<file path="src/rtl/uart_pkg.sv">
// Shared UART definitions: frame FSM states, data width, line levels and the
// parity helper. The receive side imports the same package so both ends agree
// on the frame format.
package uart_pkg;

  localparam int UART_DATA_BITS = 8;

  localparam logic LINE_IDLE  = 1'b1;
  localparam logic LINE_START = 1'b0;

  typedef enum logic [2:0] {
    ST_IDLE,
    ST_START,
    ST_DATA,
    ST_PARITY,
    ST_STOP
  } uart_state_e;

  // Even parity: the returned bit makes the total count of ones over data plus
  // parity even.
  function automatic logic uart_even_parity(input logic [UART_DATA_BITS-1:0] d);
    return ^d;
  endfunction

endpackage

</file>
<file path="src/rtl/uart_baud_tick.sv">
// Bit-period clock-enable generator.
//   clock     : system clock
//   init_flag : asynchronous active-low reset
//   clear     : restart the count at 0 on the next edge (frame start)
//   run       : count only while a frame is on the line
//   tick      : high during the last cycle of each bit period
module uart_baud_tick #(
  parameter int CLKS_PER_BIT = 16
) (
  input  logic clock,
  input  logic init_flag,
  input  logic clear,
  input  logic run,
  output logic tick
);

  localparam int CW = (CLKS_PER_BIT > 2) ? $clog2(CLKS_PER_BIT) : 1;
  localparam logic [CW-1:0] CNT_LAST = CW'(CLKS_PER_BIT - 1);

  logic [CW-1:0] cnt_q;
  logic [CW-1:0] cnt_d;

  always_comb begin
    cnt_d = cnt_q;
    if (clear) begin
      cnt_d = '0;
    end else if (run) begin
      cnt_d = (cnt_q == CNT_LAST) ? '0 : cnt_q + 1'b1;
    end
  end

  always_ff @(posedge clock or negedge init_flag) begin
    if (!init_flag) begin
      cnt_q <= '0;
    end else begin
      cnt_q <= cnt_d;
    end
  end

  assign tick = run && (cnt_q == CNT_LAST);

endmodule

</file>
<file path="src/rtl/uart_frame_tx.sv">
// Buffered UART transmitter: bytes are queued in an inline FIFO and sent as
// start(0), 8 data bits LSB first, even parity, STOP_BITS stop bits (1).
//   clock      : system clock
//   init_flag  : asynchronous active-low reset
//   wr_en      : push request for wr_data
//   wr_data    : byte to enqueue
//   enable     : allows new frames to start; a running frame always completes
//   tx         : registered serial line, idle high
//   busy       : a frame is on the line
//   full/empty : FIFO occupancy flags
//   level      : FIFO occupancy
//   overflow   : one-cycle pulse when a push is dropped
//   frame_done : one-cycle pulse on the last cycle of the last stop bit
module uart_frame_tx
  import uart_pkg::*;
#(
  parameter int CLKS_PER_BIT = 16,
  parameter int DEPTH        = 16,
  parameter int STOP_BITS    = 1
) (
  input  logic                     clock,
  input  logic                     init_flag,
  input  logic                     wr_en,
  input  logic [7:0]               wr_data,
  input  logic                     enable,
  output logic                     tx,
  output logic                     busy,
  output logic                     full,
  output logic                     empty,
  output logic [$clog2(DEPTH):0]   level,
  output logic                     overflow,
  output logic                     frame_done
);

  localparam int AW = $clog2(DEPTH);
  localparam int LW = AW + 1;
  localparam logic [LW-1:0] LVL_FULL = LW'(DEPTH);
  localparam logic STOP_LAST = 1'(STOP_BITS - 1);
  localparam logic [2:0] BIT_LAST = 3'(UART_DATA_BITS - 1);

  // FIFO storage and control
  logic [7:0]    mem_q [DEPTH];
  logic [AW-1:0] wr_ptr_q;
  logic [AW-1:0] rd_ptr_q;
  logic [LW-1:0] level_q;
  logic          overflow_q;
  logic          push;
  logic          pop;
  logic [7:0]    head;

  // Frame FSM
  uart_state_e   state_q;
  logic [7:0]    shift_q;
  logic          parity_q;
  logic [2:0]    bit_idx_q;
  logic          stop_idx_q;
  logic          tx_q;
  logic          busy_q;
  logic          tick;
  logic          frame_end;
  logic          can_start;

  assign full  = (level_q == LVL_FULL);
  assign empty = (level_q == '0);
  assign head  = mem_q[rd_ptr_q];

  // Full is judged on pre-edge level, so a same-cycle pop never frees a slot.
  assign push = wr_en && !full;

  assign frame_end = (state_q == ST_STOP) && (stop_idx_q == STOP_LAST) && tick;
  assign can_start = enable && !empty;
  // Pop either from idle or on the final stop edge, giving zero idle gap.
  assign pop       = can_start && ((state_q == ST_IDLE) || frame_end);

  always_ff @(posedge clock) begin
    if (push) begin
      mem_q[wr_ptr_q] <= wr_data;
    end
  end

  always_ff @(posedge clock or negedge init_flag) begin
    if (!init_flag) begin
      wr_ptr_q   <= '0;
      rd_ptr_q   <= '0;
      level_q    <= '0;
      overflow_q <= 1'b0;
    end else begin
      overflow_q <= wr_en && full;
      if (push) wr_ptr_q <= wr_ptr_q + 1'b1;
      if (pop)  rd_ptr_q <= rd_ptr_q + 1'b1;
      case ({push, pop})
        2'b10:   level_q <= level_q + 1'b1;
        2'b01:   level_q <= level_q - 1'b1;
        default: level_q <= level_q;
      endcase
    end
  end

  uart_baud_tick #(
    .CLKS_PER_BIT(CLKS_PER_BIT)
  ) u_baud (
    .clock     (clock),
    .init_flag (init_flag),
    .clear     (pop),
    .run       (busy_q),
    .tick      (tick)
  );

  always_ff @(posedge clock or negedge init_flag) begin
    if (!init_flag) begin
      state_q    <= ST_IDLE;
      shift_q    <= '0;
      parity_q   <= 1'b0;
      bit_idx_q  <= '0;
      stop_idx_q <= 1'b0;
      tx_q       <= LINE_IDLE;
      busy_q     <= 1'b0;
    end else if (pop) begin
      state_q  <= ST_START;
      shift_q  <= head;
      parity_q <= uart_even_parity(head);
      tx_q     <= LINE_START;
      busy_q   <= 1'b1;
    end else begin
      case (state_q)
        ST_IDLE: begin
          tx_q   <= LINE_IDLE;
          busy_q <= 1'b0;
        end
        ST_START: begin
          if (tick) begin
            state_q   <= ST_DATA;
            tx_q      <= shift_q[0];
            shift_q   <= shift_q >> 1;
            bit_idx_q <= '0;
          end
        end
        ST_DATA: begin
          if (tick) begin
            if (bit_idx_q == BIT_LAST) begin
              state_q <= ST_PARITY;
              tx_q    <= parity_q;
            end else begin
              tx_q      <= shift_q[0];
              shift_q   <= shift_q >> 1;
              bit_idx_q <= bit_idx_q + 1'b1;
            end
          end
        end
        ST_PARITY: begin
          if (tick) begin
            state_q    <= ST_STOP;
            tx_q       <= LINE_IDLE;
            stop_idx_q <= 1'b0;
          end
        end
        ST_STOP: begin
          if (tick) begin
            if (stop_idx_q == STOP_LAST) begin
              state_q <= ST_IDLE;
              busy_q  <= 1'b0;
            end else begin
              stop_idx_q <= stop_idx_q + 1'b1;
            end
          end
        end
        default: begin
          state_q <= ST_IDLE;
          tx_q    <= LINE_IDLE;
          busy_q  <= 1'b0;
        end
      endcase
    end
  end

  assign tx         = tx_q;
  assign busy       = busy_q;
  assign level      = level_q;
  assign overflow   = overflow_q;
  assign frame_done = frame_end;

endmodule

</file>
<file path="config.mk">
export PLATFORM = sky130hd
export DESIGN_NAME = uart_frame_tx
export DESIGN_NICKNAME = d
export VERILOG_FILES = /design/src/rtl/uart_pkg.sv /design/src/rtl/uart_baud_tick.sv /design/src/rtl/uart_frame_tx.sv
export SDC_FILE = /design/constraint.sdc
export NUM_CORES = 1
export LEC_CHECK = 0
export BUFFER_PORTS_ARGS = -buffer_cell sky130_fd_sc_hd__buf_2
export CORE_MARGIN = 2
export CORE_UTILIZATION = 55
export CTS_BUF_LIST = sky130_fd_sc_hd__clkbuf_4 sky130_fd_sc_hd__clkbuf_8 sky130_fd_sc_hd__clkbuf_16
export CTS_CLUSTER_SIZE = 8
export DETAILED_ROUTE_END_ITERATION = 8
export PLACE_DENSITY = 0.82
export SKIP_LAST_GASP = 1
export SYNTH_ARGS = -nofsm -noshare
export SYNTH_HDL_FRONTEND = slang
export SYNTH_SLANG_ARGS = --single-unit
</file>
<file path="constraint.sdc">
create_clock -name clock -period 3.45 [get_ports clock]
set_input_delay 0.8625 -clock clock [delete_from_list [all_inputs] [get_ports clock]]
set_output_delay 0.8625 -clock clock [all_outputs]
set_load 0.005 [all_outputs]
</file>
Word level (Yosys, flattened, before mapping)
Memory sizes are Yosys's and may differ from the RTL's.
Cells that the tools add are included.
{"block": "word_totals", "reg_bits": 36, "ram_bits": 128, "input_bits": 12, "output_inout_bits": 11, "word_cells": 108, "n_memories": 1}
{"name": "mem_q", "depth": 16, "width": 8, "read_ports": 1, "rd_clocked_by_memory_dff": 0, "wr": 1, "line": "uart_frame_tx.sv:42", "text": "logic [7:0] mem_q [DEPTH];"}
{"block": "classes", "n_addsub": 7, "eq_ne": 24, "mux": 37, "bitwise_logic": 2, "reduce_logical": 25}
{"op": "2-to-1 mux 8 bit", "count": 4}
{"op": "2-to-1 mux 3 bit", "count": 10}
{"op": "inequality test 3 bit, second input constant", "count": 7}
{"op": "one-hot mux 8 bit (2 select lines)", "count": 1}
{"op": "one-hot mux 3 bit (5 select lines)", "count": 1}
{"op": "inequality test 2 bit, second input constant", "count": 7}
{"op": "2-to-1 mux 1 bit", "count": 13}
{"op": "adder 4 x 1 -> 4 bit, second input constant", "count": 3}
{"op": "2-to-1 mux 4 bit", "count": 3}
{"op": "AND reduction 4 bit", "count": 3}
{"op": "one-hot mux 5 bit (2 select lines)", "count": 1}
{"op": "nonzero test 2 bit", "count": 4}
{"op": "XOR reduction 8 bit", "count": 1}
{"op": "logical AND 1 bit", "count": 7}
{"op": "AND reduction 7 bit", "count": 1}
{"op": "equality test 3 x 2 -> 1 bit, second input constant", "count": 2}
{"op": "equality test 3 bit, second input constant", "count": 2}
{"op": "one-hot mux 3 bit (2 select lines)", "count": 1}
{"op": "adder 5 x 1 -> 5 bit, second input constant", "count": 1}
{"op": "equality test 5 bit, second input constant", "count": 1}
{"op": "logical NOT 5 bit", "count": 1}
{"op": "AND reduction 5 bit", "count": 1}
{"op": "subtractor 5 x 1 -> 5 bit, second input constant", "count": 1}
{"op": "equality test 4 bit, second input constant", "count": 1}
{"op": "other kinds (15)", "count": 18}

Logic depth before layout (Yosys ltp)
Gate-level depths: netlist of run 1.
{"block": "logic_depth", "depth_word": 7, "ltp_mapped": 16, "mapped_depth_nobuf": 13}

Modules after synthesis
A second synthesis of run 1 with hierarchy kept.
{"block": "hier_totals", "hier_cells": 407, "area_unflattened_um2": 6859.1}
{"mod": "uart_frame_tx", "instances": 1, "cells_per_inst": 385, "area_each_um2": 6653.9, "seq_area_each_um2": 4620.7}
{"mod": "uart_baud_tick", "instances": 1, "cells_per_inst": 22, "area_each_um2": 205.2, "seq_area_each_um2": 100.1}

Least setup slack after synthesis of run 1
No wires, ideal clock.
{"block": "synth_timing", "path_type": "input -> register", "start": "in enable", "end": "reg level_q[4] (netlist: level[4])", "setup_time_ns": 0.127, "arrival_ns": 3.322, "required_time_ns": 3.323, "setup_slack_ns": 0.000, "stages": 13, "path_buffers": 2, "cell_sequence": "o21ai_1 > a2111oi_2 > buf_6 > ha_1 > clkbuf_1 > xor2_1 > ha_1 > o21ai_0 > a21oi_1 > a21oi_1 > xor2_1 > nor2_1 > xor2_1"}
{"block": "synth_between", "elab_chain_len": 4, "elab_cells_between_ends": 6, "classes_between": "eq/ne: 2; mux: 1; reduce/logical: 3"}
{"element": "start: declaration", "line": "uart_frame_tx.sv:25", "text": "input logic enable,"}
{"element": "logical AND 1 bit (*)", "line": "uart_frame_tx.sv:71", "text": "assign can_start = enable && !empty;"}
{"element": "logical AND 1 bit (*)", "line": "uart_frame_tx.sv:73", "text": "assign pop = can_start && ((state_q == ST_IDLE) || frame_end);"}
{"element": "named net pop", "line": "uart_frame_tx.sv:48", "text": "logic pop;"}
{"element": "equality test 2 x 1 -> 1 bit or equality test 2 bit (tied branches)", "line": "uart_frame_tx.sv:91", "text": "case ({push, pop})"}
{"element": "one-hot mux 5 bit (2 select lines) or nonzero test 2 bit (tied branches)"}
{"element": "end signal: assignment", "line": "uart_frame_tx.sv:92", "text": "2'b10: level_q <= level_q + 1'b1;"}
{"element": "end signal: assignment", "line": "uart_frame_tx.sv:93", "text": "2'b01: level_q <= level_q - 1'b1;"}
{"element": "end signal: assignment", "line": "uart_frame_tx.sv:94", "text": "default: level_q <= level_q;"}
{"element": "end: declaration", "line": "uart_frame_tx.sv:45", "text": "logic [LW-1:0] level_q;"}
The timed path passes the listed nets; every way through them passes the cells marked *.
A chain may end at the register's enable or synchronous reset.

Worst setup path after layout of run 1
{"block": "layout_timing", "start": "reg level_q[1] (netlist: level[1])", "end": "reg level_q[4] (netlist: level[4])"}
{"block": "layout_between", "elab_chain_len": 6, "elab_cells_between_ends": 13, "classes_between": "add/sub: 2; eq/ne: 3; mux: 1; reduce/logical: 7"}
{"element": "logical NOT 5 bit", "line": "uart_frame_tx.sv:64", "text": "assign empty = (level_q == '0);"}
{"element": "logical NOT 1 bit", "line": "uart_frame_tx.sv:71"}
{"element": "logical AND 1 bit", "line": "uart_frame_tx.sv:71"}
{"element": "logical AND 1 bit", "line": "uart_frame_tx.sv:73"}
{"element": "equality test 2 x 1 -> 1 bit or equality test 2 bit (tied branches)", "line": "uart_frame_tx.sv:91"}
{"element": "one-hot mux 5 bit (2 select lines) or nonzero test 2 bit (tied branches)"}
Several ways; a longest one is shown, not always the timed one.

==> results.yml, run 1 <==
die:
  die_h_um: 116
  ios: 23
  num_rows: 40
  core-area_mm2: 0.0121
  die_w_um: 116
  die_area_mm2: 0.0135
  initial_utilization: 0.570
clock_tree:
  cts_tree: "done"
  htreeDepth: 4
  cts_setup_buffers: 0
  cts_root_buffer: "clkbuf_16"
  cts_buffers: 17
  worstSkewPairLatency_ns: 0.42
  cts_buffer_depth: 2
  cts_sinks: 163
  clk_pin_slew_worst_paths_ns: 0.06
sta:
  setup_viol: 0
  hold_slack_ns: 0.490
  max_freq_ghz: 0.321
  fin_crit_ns: 3.12
  final.setup_skew_ns: 0.00936
  worst_slew_pin_slew_ns: 0.891
  final_max_slew_viol_count: 0
  rsz0062_at_grt: "no"
  hold_viol: 0
  setup_tns_ns: 0
  slew_headroom: 0.404
  period_share: 0.903
pwr:
  p_switching_mw: 1.18
  sw_frac_of_total: 0.252
  combPwrFrac: 0.111
  p_leak_nw: 2.68
  intPower_mw: 3.49
  seqPwrFrac: 0.527
  vdd_ir_drop_max_uv: 664
  power_density_mw_per_mm2: 606
  clock_power_share: 0.362
layout:
  multi_input_area_mm2: 0.00200
  area_delta_synth_final_pct: 11.6
  register_area_mm2: 0.00472
  num-fill-cells: 847
  drive_gt1_frac: 0.200
  diodes: 0
  fin_nets: 470
yosys:
  synthesis.area_mm2: 0.00690
  synth_cell_types: 45
  yosys_warnings: 0
  syn_inst: 419
  yosysTopAreaCellShare: 0.557
  synth_edf_count: 128
  ys.flop_type: "edfxtp_1"
  synth-seq-cells: 163
  synth_area_per_cell_um2: 16.5
  synthArstFlopShare: 0.215
  netlist.top_cell.by_area: "edfxtp_1"
  syn_nets: 443
  synth-seq-area-share: 0.684
  synth_area_leaders: "edfxtp_1 (56%), dfrtp_1 (12%), mux4_2 (6.9%), mux4_1 (4.2%), ha_1 (2.2%)"
detailed_routing:
  postRouteAntennaNets: 0
  drt_iter0_markers: 337
  routed_wl_mm: 12.6
  vias_per_cell: 5.87
  drt-pass1-iter-count: 5
  vias: 3680
  drc: 0
  wire_per_inst_um: 20.2
setup_path:
  crit_path_max_fanout: 9
  critPathRequiredTime_ns: 3.75
  crit_type: "register to register"
  start_kind: "register"
  crit_arrival_ns: 3.42
  end_kind: "register"
global_routing:
  grt.overflow.total: 0
  first_global_vias: 3768
  grt_use_total: 0.211
  grt_max_degree: 36
  grt_pass1_wl_mm: 20.4
  antenna_found_initial: 0
hold_path:
  hold_class: "register to register"
placement:
  hpwl_mm: 8.29
  io_buffers: 22
  gp_congestion: 0.837
outcome:
  status: "finished clean"
flow_run:
  maxCapViolations: 0
## stage by stage
step / setup slack, ns / instances / total power, mW / cell area, µm² / utilization
2_1_floorplan: 0.000485 / 419 / 2.80 / 6900 / -
3_3_place_gp: 0.434 / 595 / 2.96 / 7160 / 0.592
3_5_place_dp: 0.238 / 595 / 3.01 / 7160 / 0.592
4_1_cts: 0.229 / 627 / 4.70 / 7700 / 0.636
5_1_grt: 0.0737 / 627 / 4.85 / 7700 / 0.636
6_report: 0.334 / 627 / 4.67 / 7700 / 0.636
## critical path, stage by stage, from the launching register on
cell       delay (ns)
dfrtp_1          0.47
or4_1            0.58
o21ai_1          0.34
a2111oi_4        0.10
ha_2             0.27
xor2_1           0.16
ha_1             0.22
o21ai_0          0.21
a21oi_1          0.12
a21oi_1          0.17
xor2_1           0.15
nor2_1           0.06
xor2_1           0.14
## final cells by class
class | count | area share
clock buffer | 21 | 0.0591
clock inverter | 11 | 0.0106
inverter | 7 | 0.00341
multi-input combinational | 224 | 0.260
sequential | 163 | 0.613
tap | 168 | 0.0273
timing repair buffer | 33 | 0.0266
## registers in the layout, summed over array words and instances, names as in the netlist
register	cells
u_baud.cnt_q	4
overflow	1
wr_ptr_q	4
mem_q	128
shift_q	8
parity_q	1
tx	1
bit_idx_q	3
busy	1
level	5
state_q	3
rd_ptr_q	4
## what timing repair did
action	CTS	global route
gates resized for setup	0	1
hold endpoints to repair	0	0
setup endpoints to repair	0	1
hold buffers	0	0
## power groups by stage
stage | combinational [mW] | sequential (mW) | clock (mW)
2_1_floorplan | 0.360 | 2.44 | 0
3_3_place_gp | 0.483 | 2.47 | 0
3_5_place_dp | 0.518 | 2.49 | 0
4_1_cts | 0.526 | 2.46 | 1.72
5_1_grt | 0.580 | 2.47 | 1.79
6_report | 0.519 | 2.46 | 1.69
## placed cells by master (no fill, tap or decap), types with 4 or more instances in the layout
cell type	instances
xor2_1	8
ha_1	11
clkbuf_16	17
mux4_2	21
buf_4	10
dfrtp_1	33
nor3_1	7
mux2i_1	9
nor2_1	26
clkinv_4	4
nand3_1	6
a22oi_1	16
nand2b_1	5
clkbuf_4	4
inv_1	7
a21oi_1	9
buf_2	22
o21ai_0	18
mux4_1	11
edfxtp_1	128
xnor2_1	15
nand2_1	34
## cell families after synthesis
kind of cell,share of synthesized area
AOI/OAI and AO/OA,0.0473
xor gates and xnor gates,0.0292
adders and majority gates,0.0217
buffers and inverters,0.0283
DFF,0.684
muxes,0.128
and+or+nand+nor,0.0614
## cells in the mapped netlist, drive strengths merged, types with 6 or more instances
cell,instances
edfxtp,128
dfrtp,34
nand2,34
mux4,32
nor2,26
o21ai,19
a22oi,16
xnor2,15
buf,12
ha,12
clkbuf,10
a21oi,9
mux2i,9
xor2,8
inv,7
nor3,7
nand3,6
## routing by layer
| metal | part of all wire | track usage | wire [µm] | vias to the layer above |
|---|---|---|---|---|
| met5 | 0 | 0 | 0 | - |
| met4 | 0.017 | 0.0690 | 213 | 0 |
| met3 | 0.062 | 0.0554 | 783 | 19 |
| met2 | 0.51 | 0.348 | 6500 | 126 |
| met1 | 0.41 | 0.279 | 5140 | 1861 |
| li1 | - | - | - | 1674 |
## path summary, 6_finish.rpt
kind | startpoint | end | slack, ns | cells after the start
worst max register to register | level[1] | level[4] | 0.33 | 12
worst min register to register | bit_idx_q[0] | bit_idx_q[0] | 0.49 | 1
worst max-delay path | level[1] | level[4] | 0.33 | 12
worst min-delay path | bit_idx_q[0] | bit_idx_q[0] | 0.49 | 1
min in group asynchronous | init_flag | bit_idx_q[2] | 0.52 | 1
max in group asynchronous | init_flag | rd_ptr_q[0] | 2.38 | 1
Note: power is estimated with default switching activity, not from simulation.
==> run 2: changes to the inputs <==
--- a/config.mk
+++ b/config.mk
@@ -12,6 +12,7 @@
 export CTS_CLUSTER_SIZE = 8
 export DETAILED_ROUTE_END_ITERATION = 8
 export PLACE_DENSITY = 0.82
+export RECOVER_POWER = 100
 export SKIP_LAST_GASP = 1
 export SYNTH_ARGS = -nofsm -noshare
 export SYNTH_HDL_FRONTEND = slang
==> results.yml, run 2 (synthesis results as in run 1) <==
clock_tree:
  cts_sinks: 163
  clk_pin_slew_worst_paths_ns: 0.06
  cts_setup_buffers: 0
  cts_root_buffer: "clkbuf_16"
  post_cts_resized: 0
  cts_tree: "done"
  htreeDepth: 4
  cts_buffer_depth: 2
  cts_buffers: 17
  cts_hold_buf: 0
  worstSkewPairLatency_ns: 0.42
die:
  num_rows: 40
  die_h_um: 116
  core-area_mm2: 0.0121
  die_w_um: 116
  initial_utilization: 0.570
  die_area_mm2: 0.0135
  ios: 23
pwr:
  vdd_ir_drop_max_uv: 661
  power_density_mw_per_mm2: 607
  power_mw: 4.65
  p_leak_nw: 2.62
layout:
  final_cell_mix: "edfxtp_1 (128), nand2_1 (34), dfrtp_1 (34)"
  drive_gt1_frac: 0.155
  area_delta_synth_final_pct: 11.0
  layout_commonest_cell: "edfxtp_1"
  fin_nets: 470
  num-fill-cells: 864
  top_register: "mem_q"
  largest_reg_flops: 128
  diodes: 0
detailed_routing:
  routed_wl_mm: 12.7
  vias: 3662
  drc: 0
  vias_per_cell: 5.84
  wire_per_inst_um: 20.3
  drt_iter0_markers: 319
  drt-pass1-iter-count: 4
  postRouteAntennaNets: 0
hold_path:
  worstHoldPathCells: 1
  hp-start: "bit_idx_q[0]"
  hold_class: "register to register"
global_routing:
  grt_use_total: 0.211
  grt_max_degree: 36
  grt.overflow.total: 0
  grt_pass1_wl_mm: 20.4
  antenna_found_initial: 0
  first_global_vias: 3768
sta:
  fin_crit_ns: 3.12
  hold_viol: 0
  worst_slew_pin_slew_ns: 1.88
  slew_headroom: -0.255
  final_max_slew_viol_count: 36
  max_freq_ghz: 0.320
  setup_tns_ns: 0
  period_share: 0.905
  rsz0062_at_grt: "no"
  setup_viol: 0
  final.setup_skew_ns: 0.00984
  hold_slack_ns: 0.492
outcome:
  failed_checks: "max-capacitance violations, max-slew violations"
  status: "finished, violations left"
setup_path:
  r2r-start: "level[1]"
  crit_arrival_ns: 3.43
  r2r_slack_ns: 0.33
  r2r_end: "level[4]"
  slowest_delay_ns: 0.58
  critPathRequiredTime_ns: 3.75
  crit_path_max_fanout: 9
  start_kind: "register"
  critPathLaunch: "level[1]"
  critPathCapture: "level[4]"
  crit_type: "register to register"
  crit_top_cell: "xor2_1"
  cp_slowest_cell: "or4_1"
  cp_cell_sequence: "or4_1, o21ai_1, a2111oi_4, ha_2, xor2_1, ha_1, o21ai_0, a21oi_1, a21oi_1, xor2_1, nor2_1, xor2_1"
  end_kind: "register"
  rr_worst_depth: 12
flow_run:
  maxCapViolations: 1
placement:
  gp_congestion: 0.837
  hpwl_mm: 8.29
  io_buffers: 22
[run 2: cell types whose count changed in the layout (fill, tap and decap cells not counted), sizes merged]
cell    before  now
buf         33   13
clkbuf      21   41
[run 2: layout make-up]
cell class / instances / area [µm²] / share of cell area
sequential: 163 / 4720 / 0.616
clock buffer: 21 / 455 / 0.0594
inverter: 7 / 26.3 / 0.00343
tap: 168 / 210 / 0.0274
multi-input combinational: 224 / 2000 / 0.261
clock inverter: 11 / 81.3 / 0.0106
timing repair buffer: 33 / 164 / 0.0214
[run 2: through the flow]
stage / util / cell area, µm² / setup WS [ns] / cells
after floorplan: - / 6900 / 0.000485 / 419
after global placement: 0.592 / 7160 / 0.434 / 595
after detailed placement: 0.592 / 7160 / 0.238 / 595
after CTS: 0.636 / 7700 / 0.229 / 627
after global routing: 0.633 / 7660 / 0.0733 / 627
final: 0.633 / 7660 / 0.328 / 627
[run 2: worst max-delay path, delay by kind of cell, from the launching register on]
family          cells  cell delay, ns
compound gates      5            0.94
xor+xnor            3            0.45
fa+ha+maj           2            0.49
flops               1            0.47
simple gates        2            0.64
[run 2: report_power, final]
part,total (mW),switching [mW],internal (mW)
Clock,1.69,0.733,0.953
Combinational,0.506,0.317,0.189
Sequential,2.46,0.128,2.33
Total,4.65,1.18,3.48
[run 2: layer usage]
| layer | vias up | global-route usage | share of wire |
|---|---|---|---|
| met5 | - | 0 | 0 |
| met4 | 0 | 0.0690 | 0.015 |
| met3 | 15 | 0.0554 | 0.054 |
| met2 | 99 | 0.348 | 0.51 |
| met1 | 1881 | 0.279 | 0.42 |
| li1 | 1667 | - | - |
[run 2: worst min path at each step]
stage,endpoint,slack (ns)
floorplan,bit_idx_q[0],0.46
global placement,bit_idx_q[0],0.47
detailed placement,bit_idx_q[0],0.49
CTS,bit_idx_q[0],0.50
global route,bit_idx_q[0],0.52
finish,bit_idx_q[0],0.49
